$ cat src/rtl/spi_share_arb.sv
// Round-robin arbiter that shares one housekeeping spi_master between NREQ requesters:
// latches the winner's command, pulses start, supervises busy with timeouts, returns data/status.
`timescale 1ns/1ps

module spi_share_arb #(
   parameter int NREQ     = 2,
   parameter int START_TO = 16,
   parameter int DONE_TO  = 100000
) (
   input  logic                 clk_i,
   input  logic                 rstn_i,
   input  logic [NREQ-1:0]      req_i,
   input  logic [16*NREQ-1:0]   dat_h_i,
   input  logic [16*NREQ-1:0]   dat_l_i,
   output logic [NREQ-1:0]      gnt_o,
   output logic [NREQ-1:0]      done_o,
   output logic                 err_o,
   output logic [15:0]          rd_dat_o,
   output logic                 busy_o,
   output logic                 spi_start_o,
   output logic [15:0]          spi_wr_h_o,
   output logic [15:0]          spi_wr_l_o,
   input  logic [15:0]          spi_rd_l_i,
   input  logic                 spi_bsy_i
);

   localparam int IDX_W = (NREQ > 1) ? $clog2(NREQ) : 1;
   localparam int CNT_W = $clog2(DONE_TO + 1);

   localparam logic [2:0] ST_IDLE      = 3'd0;
   localparam logic [2:0] ST_LOAD      = 3'd1;
   localparam logic [2:0] ST_START     = 3'd2;
   localparam logic [2:0] ST_WAIT_BSY  = 3'd3;
   localparam logic [2:0] ST_WAIT_DONE = 3'd4;
   localparam logic [2:0] ST_DONE      = 3'd5;

   localparam logic [CNT_W-1:0] START_LIM = CNT_W'(START_TO - 1);
   localparam logic [CNT_W-1:0] DONE_LIM  = CNT_W'(DONE_TO - 1);

   logic [2:0]       state_r;
   logic [IDX_W-1:0] last_r;
   logic [IDX_W-1:0] win_r;
   logic [CNT_W-1:0] cnt_r;

   logic [IDX_W-1:0] win_s;
   logic [IDX_W-1:0] idx_s;
   logic             found_s;
   logic [NREQ-1:0]  win_oh_s;
   logic [15:0]      sel_h_s;
   logic [15:0]      sel_l_s;
   logic [CNT_W-1:0] cnt_inc_s;

   // Round-robin search starting one past the last granted requester
   always_comb begin
      win_s   = last_r;
      idx_s   = last_r;
      found_s = 1'b0;
      for (int k = 1; k <= NREQ; k++) begin
         idx_s   = IDX_W'((int'(last_r) + k) % NREQ);
         win_s   = (!found_s && req_i[idx_s]) ? idx_s : win_s;
         found_s = found_s | req_i[idx_s];
      end
   end

   // Winner one-hot and command-word slice selection for the latched grant
   always_comb begin
      sel_h_s  = 16'h0000;
      sel_l_s  = 16'h0000;
      win_oh_s = {NREQ{1'b0}};
      for (int i = 0; i < NREQ; i++) begin
         sel_h_s     = (win_r == IDX_W'(i)) ? dat_h_i[16*i +: 16] : sel_h_s;
         sel_l_s     = (win_r == IDX_W'(i)) ? dat_l_i[16*i +: 16] : sel_l_s;
         win_oh_s[i] = (win_s == IDX_W'(i));
      end
   end

   // Saturating timeout counter increment
   always_comb begin
      cnt_inc_s = (cnt_r == {CNT_W{1'b1}}) ? cnt_r : cnt_r + CNT_W'(1);
   end

   // Transaction sequencer; every output is a register
   always_ff @(posedge clk_i) begin
      if (!rstn_i) begin
         state_r     <= ST_IDLE;
         last_r      <= IDX_W'(NREQ - 1);
         win_r       <= {IDX_W{1'b0}};
         cnt_r       <= {CNT_W{1'b0}};
         gnt_o       <= {NREQ{1'b0}};
         done_o      <= {NREQ{1'b0}};
         err_o       <= 1'b0;
         rd_dat_o    <= 16'h0000;
         busy_o      <= 1'b0;
         spi_start_o <= 1'b0;
         spi_wr_h_o  <= 16'h0000;
         spi_wr_l_o  <= 16'h0000;
      end else begin
         case (state_r)
            ST_IDLE: begin
               if (found_s) begin
                  win_r   <= win_s;
                  last_r  <= win_s;
                  gnt_o   <= win_oh_s;
                  busy_o  <= 1'b1;
                  state_r <= ST_LOAD;
               end
            end
            ST_LOAD: begin
               spi_wr_h_o  <= sel_h_s;
               spi_wr_l_o  <= sel_l_s;
               spi_start_o <= 1'b1;
               state_r     <= ST_START;
            end
            ST_START: begin
               spi_start_o <= 1'b0;
               cnt_r       <= {CNT_W{1'b0}};
               state_r     <= ST_WAIT_BSY;
            end
            // Busy already high here counts as the rise
            ST_WAIT_BSY: begin
               if (spi_bsy_i) begin
                  cnt_r   <= {CNT_W{1'b0}};
                  state_r <= ST_WAIT_DONE;
               end else if (cnt_r >= START_LIM) begin
                  done_o  <= gnt_o;
                  err_o   <= 1'b1;
                  state_r <= ST_DONE;
               end else begin
                  cnt_r <= cnt_inc_s;
               end
            end
            ST_WAIT_DONE: begin
               if (!spi_bsy_i) begin
                  rd_dat_o <= spi_rd_l_i;
                  done_o   <= gnt_o;
                  err_o    <= 1'b0;
                  state_r  <= ST_DONE;
               end else if (cnt_r >= DONE_LIM) begin
                  done_o  <= gnt_o;
                  err_o   <= 1'b1;
                  state_r <= ST_DONE;
               end else begin
                  cnt_r <= cnt_inc_s;
               end
            end
            ST_DONE: begin
               done_o  <= {NREQ{1'b0}};
               err_o   <= 1'b0;
               gnt_o   <= {NREQ{1'b0}};
               busy_o  <= 1'b0;
               state_r <= ST_IDLE;
            end
            default: begin
               done_o      <= {NREQ{1'b0}};
               err_o       <= 1'b0;
               gnt_o       <= {NREQ{1'b0}};
               busy_o      <= 1'b0;
               spi_start_o <= 1'b0;
               state_r     <= ST_IDLE;
            end
         endcase
      end
   end

   spi_share_arb_chk #(.NREQ(NREQ)) u_chk (
      .clk_i     (clk_i),
      .rstn_i    (rstn_i),
      .gnt       (gnt_o),
      .done      (done_o),
      .spi_start (spi_start_o),
      .busy      (busy_o)
   );

endmodule

// Structural invariants of the arbiter outputs
module spi_share_arb_chk #(
   parameter int NREQ = 2
) (
   input logic            clk_i,
   input logic            rstn_i,
   input logic [NREQ-1:0] gnt,
   input logic [NREQ-1:0] done,
   input logic            spi_start,
   input logic            busy
);

   a_gnt_onehot: assert property (@(posedge clk_i) disable iff (!rstn_i) $onehot0(gnt));
   a_done_in_gnt: assert property (@(posedge clk_i) disable iff (!rstn_i) (done & ~gnt) == {NREQ{1'b0}});
   a_start_busy: assert property (@(posedge clk_i) disable iff (!rstn_i) spi_start |-> busy);

endmodule

$ cat config.mk
export PLATFORM = sky130hd
export DESIGN_NAME = spi_share_arb
export DESIGN_NICKNAME = d
export VERILOG_FILES = /design/src/rtl/spi_share_arb.sv
export SDC_FILE = /design/constraint.sdc
export NUM_CORES = 1
export LEC_CHECK = 0
export CAP_MARGIN = 20
export CORE_MARGIN = 2
export CORE_UTILIZATION = 30
export DETAILED_ROUTE_END_ITERATION = 8
export SYNTH_ARGS = -nofsm -noshare
export SYNTH_HDL_FRONTEND = slang
export SYNTH_SLANG_ARGS = --single-unit
export TNS_END_PERCENT = 10
$ cat constraint.sdc
create_clock -name clk_i -period 7.2 [get_ports clk_i]
set_input_delay 1.44 -clock clk_i [delete_from_list [all_inputs] [get_ports clk_i]]
set_output_delay 1.44 -clock clk_i [all_outputs]
set_load 0.005 [all_outputs]
==> flow_summary_export.csv <==
group,metric,value,unit
detailed_routing,antenna_left,0,
pwr,finalPower,1.14,mW
clock_tree,cts-root-buf,"clkbuf_16",
place,place_hpwl,6.96,mm
die,core_area,0.0114,mm2
synth,synth_top_area_share,44.4,%
synth,synth_top_cell_by_area,"dfxtp_1",
place,portBuffers,139,
die,die_height,112,um
run,cap_violations,0,
die,start_util,30.5,%
sta,finalCritPeriodShare,46.0,%
die,io_pins,140,
detailed_routing,via_per_inst,4.95,
pwr,internal_power,0.850,mW
synth,syn_inst,414,
final_layout,fill_cells,1124,
synth,yosys_register_bits,77,
clock_tree,cts_tree,"done",
pwr,combPwrFrac,19.0,%
synth,synth.distinct_cells,43,
synth,synth_ff_type,"dfxtp_1",
sta,fin_skew,0.00765,ns
die,die_w,112,um
final_layout,drive_above_1_share,4.04,%
final_layout,final_util,46.1,%
synth,yosys-top-cells-count,"77 x dfxtp_1, 59 x nand2_1, 45 x nor2_1",
synth,ys_seq_area_share,44.4,%
clock_tree,clk_latency,0.33,ns
pwr,power.switching,0.293,mW
worst_setup_path,crit_type,"in -> reg",
global_routing,grt_pass1_wl,15.5,mm
worst_setup_path,endpoint_kind,"flip-flop",
synth,async_flop_share,0,%
worst_setup_path,arrival,3.57,ns
worst_setup_path,cp.required,7.45,ns
detailed_routing,vias,3404,
synth,yosysWarnings,0,
final_layout,final_nets,626,
clock_tree,cts_htree_levels,3,
synth,synth.area.top_cells,"dfxtp_1 44%, mux2i_1 9.8%, a211oi_1 7.4%",
sta,slew_viol_final,0,
die,dieArea,0.0124,mm2
hold_path,hold_path_class,"reg -> reg",
synth,synth_nets,500,
pwr,peakVddDrop,152,uV
pwr,p_clk_share,38.5,%
detailed_routing,first_pass_iters,4,
final_layout,diodes,0,
clock_tree,post_cts_buffers,0,
global_routing,grt_pass1_vias,3276,
final_layout,instances_no_fill,687,
synth,avgSynthCellArea,8.38,um2
synth,yosysMostFrequentCell,"dfxtp_1",
synth,syn_area,0.00347,mm2
worst_setup_path,cp-start-kind,"input pin",
synth,synth_edf_count,0,
clock_tree,cts_buffers,9,
sta,finalSetupTns,0,ns
clock_tree,clk_pin_slew,0.06,ns
sta,setup_viol,0,
global_routing,antenna_found_initial,0,
global_routing,grt_usage,15.0,%
detailed_routing,drt_wl_total,9.38,mm
clock_tree,post_cts_resized,0,
detailed_routing,drcViolationCount,0,
sta,grt_setup_unrepaired,"no",
sta,fin_crit,3.31,ns
detailed_routing,drt-wirelength-per-cell,13.7,um
sta,whs,0.453,ns
place,gp_congestion,0.783,
pwr,pwr-share-seq,42.5,%
pwr,switching_share,25.6,%
global_routing,grt_overflow,0,
pwr,p_per_area,218,mW/mm2
place,dp_cells,672,
die,rows,39,
final_layout,area_delta_synth_final,51.0,%
clock_tree,ctsLongestPathBuffers,2,
run_status,status,"complete, no violations",
sta,max_freq,302,MHz
pwr,p_leak,1.76,nW
clock_tree,ctsHoldBuffers,0,
global_routing,grt_max_degree,65,
worst_setup_path,cp_max_fo,43,
clock_tree,clkSinkCount,77,
detailed_routing,drt_iter0_markers,150,
sta,hold_viol,0,
sta,relSlewSlack,31.6,%
sta,worst_slew_pin_slew,1.02,ns
-- logic make-up (layout without fill, tap and decap cells) --
kind of cell | after synthesis | in the layout | synth area share (%)
mux | 34 | 34 | 9.81
xor+xnor | 1 | 1 | 0.252
simple gates | 155 | 155 | 20.6
buf+inv | 35 | 165 | 4.26
flops | 77 | 77 | 44.4
fa+ha+maj | 1 | 1 | 0.361
compound gates | 111 | 111 | 20.3
-- power groups by stage --
stage / sequential (mW) / clock, mW / combinational, mW
detailed placement: 0.496 / 0 / 0.218
global route: 0.492 / 0.475 / 0.239
floorplan: 0.484 / 0 / 0.111
finish: 0.486 / 0.440 / 0.217
global placement: 0.495 / 0 / 0.217
CTS: 0.487 / 0.452 / 0.219
-- per-stage QoR --
step	setup slack [ns]	cell area [um2]
final	3.89	5240
after global routing	3.65	5240
after CTS	3.89	5240
after detailed placement	3.55	4950
after global placement	3.58	4950
after floorplan	4.40	3470
-- final cells by class --
class | count | area [um2] | share of cell area [%]
clock buffers | 9 | 225 | 4.30
clock inverters | 6 | 65.1 | 1.24
inverters | 9 | 33.8 | 0.645
multi-input cells | 302 | 1790 | 34.1
flip-flops and latches | 77 | 1540 | 29.4
well taps | 143 | 179 | 3.41
repair buffers | 141 | 1410 | 26.8
-- per-layer routing --
layer | track usage, % | vias to the layer above | wire length (um) | share of wire, %
li1 | - | 1747 | - | -
met2 | 24.1 | 114 | 4250 | 45
met3 | 5.61 | 17 | 784 | 8.4
met4 | 5.60 | 0 | 203 | 2.2
met5 | 0 | - | 0 | 0
met1 | 18.4 | 1526 | 4150 | 44
-- critical path, cell delays in order --
cell and delay, ns:
clkdlybuf4s50_1 0.67, clkinv_1 0.46, buf_4 0.44, a21oi_1 0.32, nand2_1 0.09, o21ai_0 0.14
-- cell usage in the layout, fill, tap and decap left out, drive strengths merged, types with 2 or more instances in the layout --
cell type / Yosys / routed
clkdlybuf4s50: 0 / 139
dfxtp: 77 / 77
nand2: 59 / 59
nor2: 45 / 45
a21oi: 42 / 42
a211oi: 34 / 34
mux2i: 34 / 34
o21ai: 17 / 17
or3: 12 / 12
nand3: 10 / 10
clkbuf: 22 / 9
inv: 9 / 8
nand4: 6 / 6
clkinv: 0 / 5
nor3: 4 / 4
o211ai: 4 / 4
or4: 4 / 4
and4: 3 / 3
nand2b: 3 / 3
and3: 3 / 3
nor4: 2 / 2
o21a: 2 / 2
o31ai: 2 / 2
buf: 3 / 2
-- final timing paths --
kind / from / to / slack, ns / cells past startpoint
worst min register to register: rd_dat_o[4]$_SDFFE_PN0P_ / rd_dat_o[4]$_SDFFE_PN0P_ / 0.45 / 2
worst min-delay path: rd_dat_o[4]$_SDFFE_PN0P_ / rd_dat_o[4]$_SDFFE_PN0P_ / 0.45 / 2
worst max-delay path: rstn_i / cnt_r[1]$_SDFFE_PN0P_ / 3.89 / 6
worst max register to register: cnt_r[11]$_SDFFE_PN0P_ / cnt_r[13]$_SDFFE_PN0P_ / 4.51 / 6
-- state kept, by name (all words and copies together), names as in the netlist, 2 cells and up --
name	flops
state_r	3
cnt_r	17
rd_dat_o	16
spi_wr_l_o	16
gnt_o	2
spi_wr_h_o	16
done_o	2
Note: power is estimated with default switching activity, not from simulation.
